<file path="src/rtl/debug_cmd_trigger_if.sv">
// rtl/debug_cmd_trigger_if.sv - received-byte strobe bundle from uart_rx into the debug command decoder
interface debug_cmd_trigger_if;
  logic       rx_valid;
  logic [7:0] rx_byte;

  modport master (output rx_valid, output rx_byte);
  modport slave  (input  rx_valid, input  rx_byte);
endinterface

</file>
<file path="src/rtl/debug_cmd_trigger.sv">
// rtl/debug_cmd_trigger.sv - serial debug command decoder: halt/resume/step control plus one-shot triggers
// Optional argument-byte timeout enabled by defining DBG_ARG_TIMEOUT_EN.
module debug_cmd_trigger #(
  parameter int unsigned NUM_CH        = 4,
  parameter int unsigned PULSE_W       = 8,
  parameter bit          HALT_ON_RESET = 1'b0,
  parameter int unsigned TIMEOUT_CYC   = 1000
) (
  input  logic                 clk,
  input  logic                 rst,
  debug_cmd_trigger_if.slave   rx_if,
  output logic                 halt_o,
  output logic                 step_active_o,
  output logic [NUM_CH-1:0]    trig_o,
  output logic                 cmd_err_o,
  output logic                 busy_o
);

  localparam logic [7:0] OP_HALT   = 8'h48;
  localparam logic [7:0] OP_RESUME = 8'h52;
  localparam logic [7:0] OP_STEP   = 8'h53;
  localparam logic [7:0] OP_PULSE  = 8'h50;
  localparam int unsigned PCNT_W   = $clog2(PULSE_W + 1);

  typedef enum logic [1:0] {ST_IDLE, ST_ARG, ST_STEP} state_e;

  state_e     state_q;
  logic       op_step_q;
  logic       halt_q;
  logic       step_active_q;
  logic       busy_q;
  logic       cmd_err_q;
  logic       ign_q;
  logic [7:0] step_cnt_q;

  logic accept;
  logic arg_pulse;
  logic ch_ok;

  // A strobe right after an accepted one is treated as a glitch and dropped.
  assign accept    = rx_if.rx_valid && !ign_q;
  assign arg_pulse = (state_q == ST_ARG) && accept && !op_step_q;
  assign ch_ok     = 32'(rx_if.rx_byte) < NUM_CH;

`ifdef DBG_ARG_TIMEOUT_EN
  localparam int unsigned TO_W = $clog2(TIMEOUT_CYC + 1);
  logic [TO_W-1:0] to_cnt_q;
`else
  logic unused_timeout_cyc;
  assign unused_timeout_cyc = ^TIMEOUT_CYC;
`endif

  always_ff @(posedge clk or posedge rst) begin
    if (rst) begin
      state_q       <= ST_IDLE;
      op_step_q     <= 1'b0;
      halt_q        <= HALT_ON_RESET;
      step_active_q <= 1'b0;
      busy_q        <= 1'b0;
      cmd_err_q     <= 1'b0;
      ign_q         <= 1'b0;
      step_cnt_q    <= 8'd0;
`ifdef DBG_ARG_TIMEOUT_EN
      to_cnt_q      <= '0;
`endif
    end else begin
      ign_q     <= accept;
      cmd_err_q <= 1'b0;
      unique case (state_q)
        ST_IDLE: begin
          if (accept) begin
            case (rx_if.rx_byte)
              OP_HALT:   halt_q <= 1'b1;
              OP_RESUME: halt_q <= 1'b0;
              OP_STEP, OP_PULSE: begin
                state_q   <= ST_ARG;
                busy_q    <= 1'b1;
                op_step_q <= (rx_if.rx_byte == OP_STEP);
`ifdef DBG_ARG_TIMEOUT_EN
                to_cnt_q  <= '0;
`endif
              end
              default:   cmd_err_q <= 1'b1;
            endcase
          end
        end
        ST_ARG: begin
          if (accept) begin
            state_q <= ST_IDLE;
            busy_q  <= 1'b0;
            if (op_step_q) begin
              // Stepping only makes sense from a halted core; n==0 is a silent no-op.
              if (!halt_q) begin
                cmd_err_q <= 1'b1;
              end else if (rx_if.rx_byte != 8'd0) begin
                state_q       <= ST_STEP;
                halt_q        <= 1'b0;
                step_active_q <= 1'b1;
                step_cnt_q    <= rx_if.rx_byte;
              end
            end else if (!ch_ok) begin
              cmd_err_q <= 1'b1;
            end
          end
`ifdef DBG_ARG_TIMEOUT_EN
          else if (to_cnt_q == TO_W'(TIMEOUT_CYC - 1)) begin
            state_q   <= ST_IDLE;
            busy_q    <= 1'b0;
            cmd_err_q <= 1'b1;
          end else begin
            to_cnt_q <= to_cnt_q + TO_W'(1);
          end
`endif
        end
        ST_STEP: begin
          if (accept && rx_if.rx_byte == OP_HALT) begin
            halt_q        <= 1'b1;
            step_active_q <= 1'b0;
            step_cnt_q    <= 8'd0;
            state_q       <= ST_IDLE;
          end else if (accept && rx_if.rx_byte == OP_RESUME) begin
            halt_q        <= 1'b0;
            step_active_q <= 1'b0;
            step_cnt_q    <= 8'd0;
            state_q       <= ST_IDLE;
          end else begin
            if (accept) cmd_err_q <= 1'b1;
            if (step_cnt_q == 8'd1) begin
              halt_q        <= 1'b1;
              step_active_q <= 1'b0;
              step_cnt_q    <= 8'd0;
              state_q       <= ST_IDLE;
            end else begin
              step_cnt_q <= step_cnt_q - 8'd1;
            end
          end
        end
        default: state_q <= ST_IDLE;
      endcase
    end
  end

  for (genvar gi = 0; gi < NUM_CH; gi++) begin : g_ch
    logic [PCNT_W-1:0] pcnt_q;
    logic [PCNT_W-1:0] pcnt_d;
    logic              load;

    assign load = arg_pulse && (rx_if.rx_byte == 8'(gi));

    // Reload on retrigger so a live pulse is only ever extended.
    always_comb begin
      pcnt_d = pcnt_q;
      if (load)                pcnt_d = PCNT_W'(PULSE_W);
      else if (pcnt_q != '0)   pcnt_d = pcnt_q - PCNT_W'(1);
    end

    always_ff @(posedge clk or posedge rst) begin
      if (rst) pcnt_q <= '0;
      else     pcnt_q <= pcnt_d;
    end

    assign trig_o[gi] = (pcnt_q != '0);
  end

  assign halt_o        = halt_q;
  assign step_active_o = step_active_q;
  assign cmd_err_o     = cmd_err_q;
  assign busy_o        = busy_q;

endmodule

</file>
<file path="src/flat_wrapper.sv">
// flat-port wrapper written by rule: the top's interface ports become plain ports
module debug_cmd_trigger_flat 
#(
  parameter int unsigned NUM_CH        = 4,
  parameter int unsigned PULSE_W       = 8,
  parameter bit          HALT_ON_RESET = 1'b0,
  parameter int unsigned TIMEOUT_CYC   = 1000
)
  (clk, rst, halt_o, step_active_o, trig_o, cmd_err_o, busy_o, rx_if_rx_valid, rx_if_rx_byte);
  debug_cmd_trigger_if rx_if_i ();
  input  logic clk;
  input  logic rst;
  output logic halt_o;
  output logic step_active_o;
  output logic [NUM_CH-1:0] trig_o;
  output logic cmd_err_o;
  output logic busy_o;
  input wire logic [$bits(rx_if_i.rx_valid)-1:0] rx_if_rx_valid;
  input wire logic [$bits(rx_if_i.rx_byte)-1:0] rx_if_rx_byte;
  assign rx_if_i.rx_valid = rx_if_rx_valid;
  assign rx_if_i.rx_byte = rx_if_rx_byte;
  debug_cmd_trigger #(.NUM_CH(NUM_CH), .PULSE_W(PULSE_W), .HALT_ON_RESET(HALT_ON_RESET), .TIMEOUT_CYC(TIMEOUT_CYC)) u_core (.clk(clk), .rst(rst), .rx_if(rx_if_i), .halt_o(halt_o), .step_active_o(step_active_o), .trig_o(trig_o), .cmd_err_o(cmd_err_o), .busy_o(busy_o));
endmodule
</file>
<file path="config.mk">
export PLATFORM = sky130hd
export DESIGN_NAME = debug_cmd_trigger_flat
export DESIGN_NICKNAME = d
export VERILOG_FILES = /design/src/rtl/debug_cmd_trigger_if.sv /design/src/rtl/debug_cmd_trigger.sv /design/src/flat_wrapper.sv
export SDC_FILE = /design/constraint.sdc
export NUM_CORES = 1
export LEC_CHECK = 0
export BUFFER_PORTS_ARGS = -buffer_cell sky130_fd_sc_hd__buf_2
export CAP_MARGIN = 25
export CORE_ASPECT_RATIO = 0.8
export CORE_MARGIN = 3
export CORE_UTILIZATION = 52
export DETAILED_ROUTE_END_ITERATION = 10
export GPL_ROUTABILITY_DRIVEN = 0
export PLACE_DENSITY = 0.71
export SKIP_LAST_GASP = 1
export SLEW_MARGIN = 10
export SYNTH_ARGS = -nofsm -noshare
export SYNTH_HDL_FRONTEND = slang
export SYNTH_SLANG_ARGS = --single-unit
</file>
<file path="constraint.sdc">
create_clock -name clk -period 2.1 [get_ports clk]
set_clock_uncertainty 0.1 [all_clocks]
set_input_delay 0.315 -clock clk [delete_from_list [all_inputs] [get_ports clk]]
set_output_delay 0.315 -clock clk [all_outputs]
set_load 0.01 [all_outputs]
</file>
---- Yosys cells after proc, flatten, opt, wreduce, memory -nomap -nowiden ----
Index checks and enable logic that the tools add are counted.
word-level totals
  register bits ........................... 32
  word-level logic and storage cells ...... 127
cells by class
  add/sub/neg operators ................... 5
  magnitude comparators ................... 1
  equality and inequality tests ........... 18
  mux-type cells .......................... 58
  reduce and logical (&&, ||, !) cells .... 33
operators by type and width
  cell                 count
  $mux 8               7
  $eq 8x7->1 const B   4
  $mux 4               8
  $mux 1               27
  $mux 2               9
  $eq 8x1->1 const B   2
  $eq 8x2->1 const B   2
  $pmux 8 s2           1
  $reduce_bool 4->1    4
  $sub 4x1->4 const B  4
  $reduce_and 6->1     2
  $reduce_bool 2->1    6
  $logic_and 1x1->1    9
  $logic_not 8->1      1
  $lt 8x3->1 const B   1
  $ne 2x1->1 const B   4
  $reduce_and 4->1     2
  $reduce_bool 8->1    1
  $sub 8x1->8 const B  1
  $pmux 1 s2           3
  $pmux 1 s3           2
  $pmux 2 s3           1
  $reduce_and 5->1     1
  $ne 2x2->1 const B   2
  10 further kinds     11

---- Longest topological paths before layout ----
  depth after elaboration ................. 6
  gate-level depth with buffers ........... 8
  depth with buffers taken out ............ 6

---- Worst setup path before layout ----
OpenSTA, ideal clock, no wires.
  path kind ............................... flip-flop to flip-flop
  start point ............................. reg u_core.state_q[1]
  end point ............................... reg u_core.step_cnt_q[0]
  arrival ................................. 1.846 ns
  slack ................................... 0.029 ns
  cell stages (with the launch flop) ...... 9
  path buffers ............................ 2
  clock period less this slack ............ 2.071 ns
  cell sequence ........................... dfrtp_1 > inv_1 > ha_1 > buf_2 > inv_1 > a2111o_2 > and2_1 > buf_6 > mux2_4
between the ends
  word-level cells in the longest chain between the ends .. 3
  elaborated cells between the ends (all ways) .. 9
  those cells by class .................... eq/ne (6); mux (1); reduce/logical (2)
RTL lines
  element                                                    RTL line                  text
  from (decl)                                                debug_cmd_trigger.sv:27   state_e state_q;
  from (signal assigned)                                     debug_cmd_trigger.sv:55   state_q <= ST_IDLE;
  from (signal assigned)                                     debug_cmd_trigger.sv:76   state_q <= ST_ARG;
  from (signal assigned)                                     debug_cmd_trigger.sv:89   state_q <= ST_IDLE;
  $eq 2x1->1 or $eq 2x2->1 (tied branches)                   debug_cmd_trigger.sv:69   unique case (state_q)
  $ne 2x1->1 (no source line), or another cell as far along  -
  $reduce_and 5->1 (no source line)                          -
  to (signal assigned)                                       debug_cmd_trigger.sv:99   step_cnt_q <= rx_if.rx_byte;
  to (signal assigned)                                       debug_cmd_trigger.sv:134  step_cnt_q <= step_cnt_q - 8'd1;
  to (decl)                                                  debug_cmd_trigger.sv:34   logic [7:0] step_cnt_q;
Parallel ways exist; a longest one is shown, timed or not.
A chain may end at the register's enable or synchronous reset.

---- Final worst setup path ----
  start point ............................. reg u_core.state_q[0]
  end point ............................... reg u_core.state_q[0]
between the ends
  word-level cells in the longest chain between the ends .. 3
  elaborated cells between the ends (all ways) .. 9
  those cells by class .................... eq/ne (6); mux (1); reduce/logical (2)
RTL lines
  element                                                    RTL line
  $eq 2x2->1, or another cell as far along                   debug_cmd_trigger.sv:69
  $ne 4x1->1 (no source line), or another cell as far along  -
  $reduce_and 4->1 (no source line)                          -
Parallel ways exist; a longest one is shown, timed or not.

==> summary.txt <==
Final Setup Violations = 0
TritonCTS clock tree = yes
Critical R2R Capture = u_core.state_q[0]$_DFFE_PP0P_
Post-synthesis compound-gate area fraction = 0.182
Vias in the first global route = 1820
Synth-to-layout area growth = 18.5%
First drt pass iteration count = 4
CTS clock-pin slew for the worst setup and hold paths = 0.07 ns
Largest net degree at the start of global routing = 33
Critical path data arrival time = 2.14 ns
Worst path max stage delay = 0.41 ns
Critical path's slowest cell = dfrtp_1
Max FO, Critical Path = 4
RSZ-0062 raised after global routing = yes
Post-Synth Simple-Gate Area = 0.230
Tmin final = 2.07 ns
Crit start category = register
Fin nets = 293
Layout cells sized above 1 = 0.228
Flop-to-flop setup slack = 0.03 ns
Routed WL = 4940 µm
Initial DRC Count = 111
Fill count = 346
Post-DRT Antenna Nets = 0
DRC = 0
Hold WC Path Type = in -> async
Worst reg2reg startpoint = u_core.state_q[0]$_DFFE_PP0P_
CTS Buf Count = 5
Netlist cell types = 58
Die Ht = 63.8 µm
Placed cell count = 315
Worst-case vdd ir drop = 861 µV
CTS H-tree lvls = 2
IO buf count = 18
Wire per inst = 15.3 µm
Leakage = 1.18 nW
Max_slew headroom = 0.728
Syn nets = 255
PD cells = 1370 nW/µm²
Async S/R FF share, synth = 1.00
Max clock buf depth = 2
Ys flop type = dfrtp_1
Initial core utilization = 0.555
GRT Util Overall = 0.218
Clk root buf = clkbuf_8
CTS Hold Bufs = 0
Post-Synth XOR/XNOR Area = 0.0485
CP required = 2.17 ns
Die Span X = 78.2 µm
Antenna cell count = 0
DP HPWL = 3700 µm
First-pass GRT wire length = 8530 µm
Io pins = 19
WS Path Type = reg -> reg
Outcome = finished clean
Cells after synthesis = 229
Worst skew pair latency = 0.29 ns
Multi-input logic area = 1250 µm²
FF+latch count, synth = 32
Fin crit share = 0.984
Antenna violations before repair = 0
Post-synth EDFFs = 0
Setup Total Neg Slack = 0 ns
Finished Layout Cells = 323
Length in cells of the worst reg-to-reg path = 5
Largest family of logic cells by synthesized area = simple AND/OR/NAND/NOR gates
Post-Place Worst Slack = 0.0685 ns
Sequential area share after synthesis = 0.369
Clock sinks = 32
Final Max Tran Viols = 0
Crit end category = register
Synthesized area = 2170 µm²
Multiplexer area fraction after synthesis = 0.0219
Final hold viol count = 0
Yosys warns = 0
Post-CTS sizing = 0
Synth Area per Inst = 9.47 µm²
MaxCap Viol Count = 0
Setup Fix Bufs, Post-CTS = 0
FF/Latch Area = 801 µm²
Vias after detailed routing = 1878
Core area = 3900 µm²
Fmax = 0.484 GHz
Vias per std cell = 5.81
CP Cell Sequence = ha_1 -> nor4b_1 -> a221oi_1 -> a311oi_2 -> mux2_1
Die area = 4990 µm²
Adder-cell share of the synthesized area = 0.0866
Post-route worst setup slack = 0.0340 ns
Least-Margin Pin Slew = 0.407 ns
Core Rows = 20
Grt total ovfl = 0
-- per-stage QoR --
step / total power, mW / instance area, µm² / utilization / hold slack (ns)
after global routing: 3.85 / 2570 / 0.658 / 0.0449
after global placement: 2.86 / 2440 / 0.625 / 0.323
after detailed placement: 2.91 / 2440 / 0.625 / 0.327
final: 3.53 / 2570 / 0.658 / 0.00395
after CTS: 3.52 / 2550 / 0.653 / 0.0163
after floorplan: 2.41 / 2170 / - / 0.331
-- power breakdown --
group	internal, mW	switching, mW	leakage [nW]
Sequential	0.925	0.260	0.376
Clock	0.352	0.229	0.0552
Combinational	0.838	0.925	0.749
-- area by class of cell --
cell class | instances | share of cell area
Sequential cell | 32 | 0.312
Multi-Input combinational cell | 166 | 0.488
Inverter | 22 | 0.0321
Tap cell | 55 | 0.0268
Clock inverter | 2 | 0.0136
Timing Repair Buffer | 40 | 0.0993
Clock buffer | 6 | 0.0282
-- cells in the final DEF (no fill, tap or decap), drive strengths merged, types with 2 or more instances in the layout --
cell	count
nor4	5
and4	2
xnor2	6
o31ai	2
a21o	3
nand3b	3
and3	4
o211ai	2
nor3b	4
inv	20
clkbuf	6
o221ai	4
a22oi	2
nor2b	3
o21ai	3
mux2	3
dfrtp	32
nor2	16
xor2	6
ha	15
a211oi	6
clkinv	3
or3b	2
a41oi	3
nor3	9
a31oi	3
or3	3
and2	2
o22ai	2
nor4b	2
buf	40
a21oi	5
o2111ai	2
nand3	8
a32oi	4
nand2	10
nand2b	2
nand4	7
-- kinds of logic (layout without fill, tap and decap cells) --
family,after synthesis,in the layout
xor+xnor,12,12
fa+ha+maj,15,15
mux,4,4
buf+inv,31,70
compound gates,50,50
flops,32,32
simple gates,85,85
-- synthesized netlist by cell type (4+ instances only) --
cell type	number	area (µm²)
ha_1	15	188
nand3_1	8	40.0
a21oi_1	4	20.0
xor2_1	6	52.6
nor3b_1	4	30.0
buf_2	5	25.0
inv_1	20	75.1
nor2_1	16	60.1
xnor2_1	6	52.6
nand4_1	7	43.8
a211oi_1	6	45.0
dfrtp_1	32	801
and3_1	4	25.0
o221ai_1	4	35.0
a32oi_1	4	35.0
nand2_1	10	37.5
nor3_1	9	45.0
-- critical path: cells and delay by family, from the launching register on --
| kind | cells | cell delay, ns |
|---|---|---|
| DFF | 1 | 0.41 |
| adders and majority gates | 1 | 0.26 |
| muxes | 1 | 0.35 |
| and+or+nand+nor | 1 | 0.32 |
| AOI/OAI and AO/OA | 2 | 0.51 |
-- routing by layer --
metal  track usage  vias up  wire [µm]
met2         0.313       44       2130
met4        0.0786        0         71
met1         0.320      896       2480
met5             0        -          0
met3        0.0493        9        257
li1              -      929          -
-- how the worst max path moves through the flow --
stage | from | endpoint | slack (ns) | depth (start not counted)
6_report | u_core.state_q[0]$_DFFE_PP0P_ | u_core.state_q[0]$_DFFE_PP0P_ | 0.03 | 5
5_1_grt | u_core.state_q[0]$_DFFE_PP0P_ | u_core.state_q[0]$_DFFE_PP0P_ | -0.03 | 5
4_1_cts | u_core.state_q[0]$_DFFE_PP0P_ | u_core.state_q[0]$_DFFE_PP0P_ | 0.04 | 5
3_5_place_dp | u_core.state_q[0]$_DFFE_PP0P_ | u_core.state_q[0]$_DFFE_PP0P_ | 0.07 | 5
3_3_place_gp | u_core.state_q[0]$_DFFE_PP0P_ | u_core.state_q[0]$_DFFE_PP0P_ | 0.08 | 5
2_1_floorplan | u_core.state_q[1]$_DFFE_PP0P_ | u_core.step_cnt_q[0]$_DFFE_PP0P_ | 0.03 | 8
-- registers in the layout, indices dropped and copies added (netlist names) --
signal,cells
u_core.cmd_err_o,1
u_core.halt_o,1
u_core.g_ch.pcnt_q,16
u_core.busy_o,1
u_core.ign_q,1
u_core.step_cnt_q,8
u_core.state_q,2
u_core.step_active_o,1
u_core.op_step_q,1
Note: power is estimated with default switching activity, not from simulation.
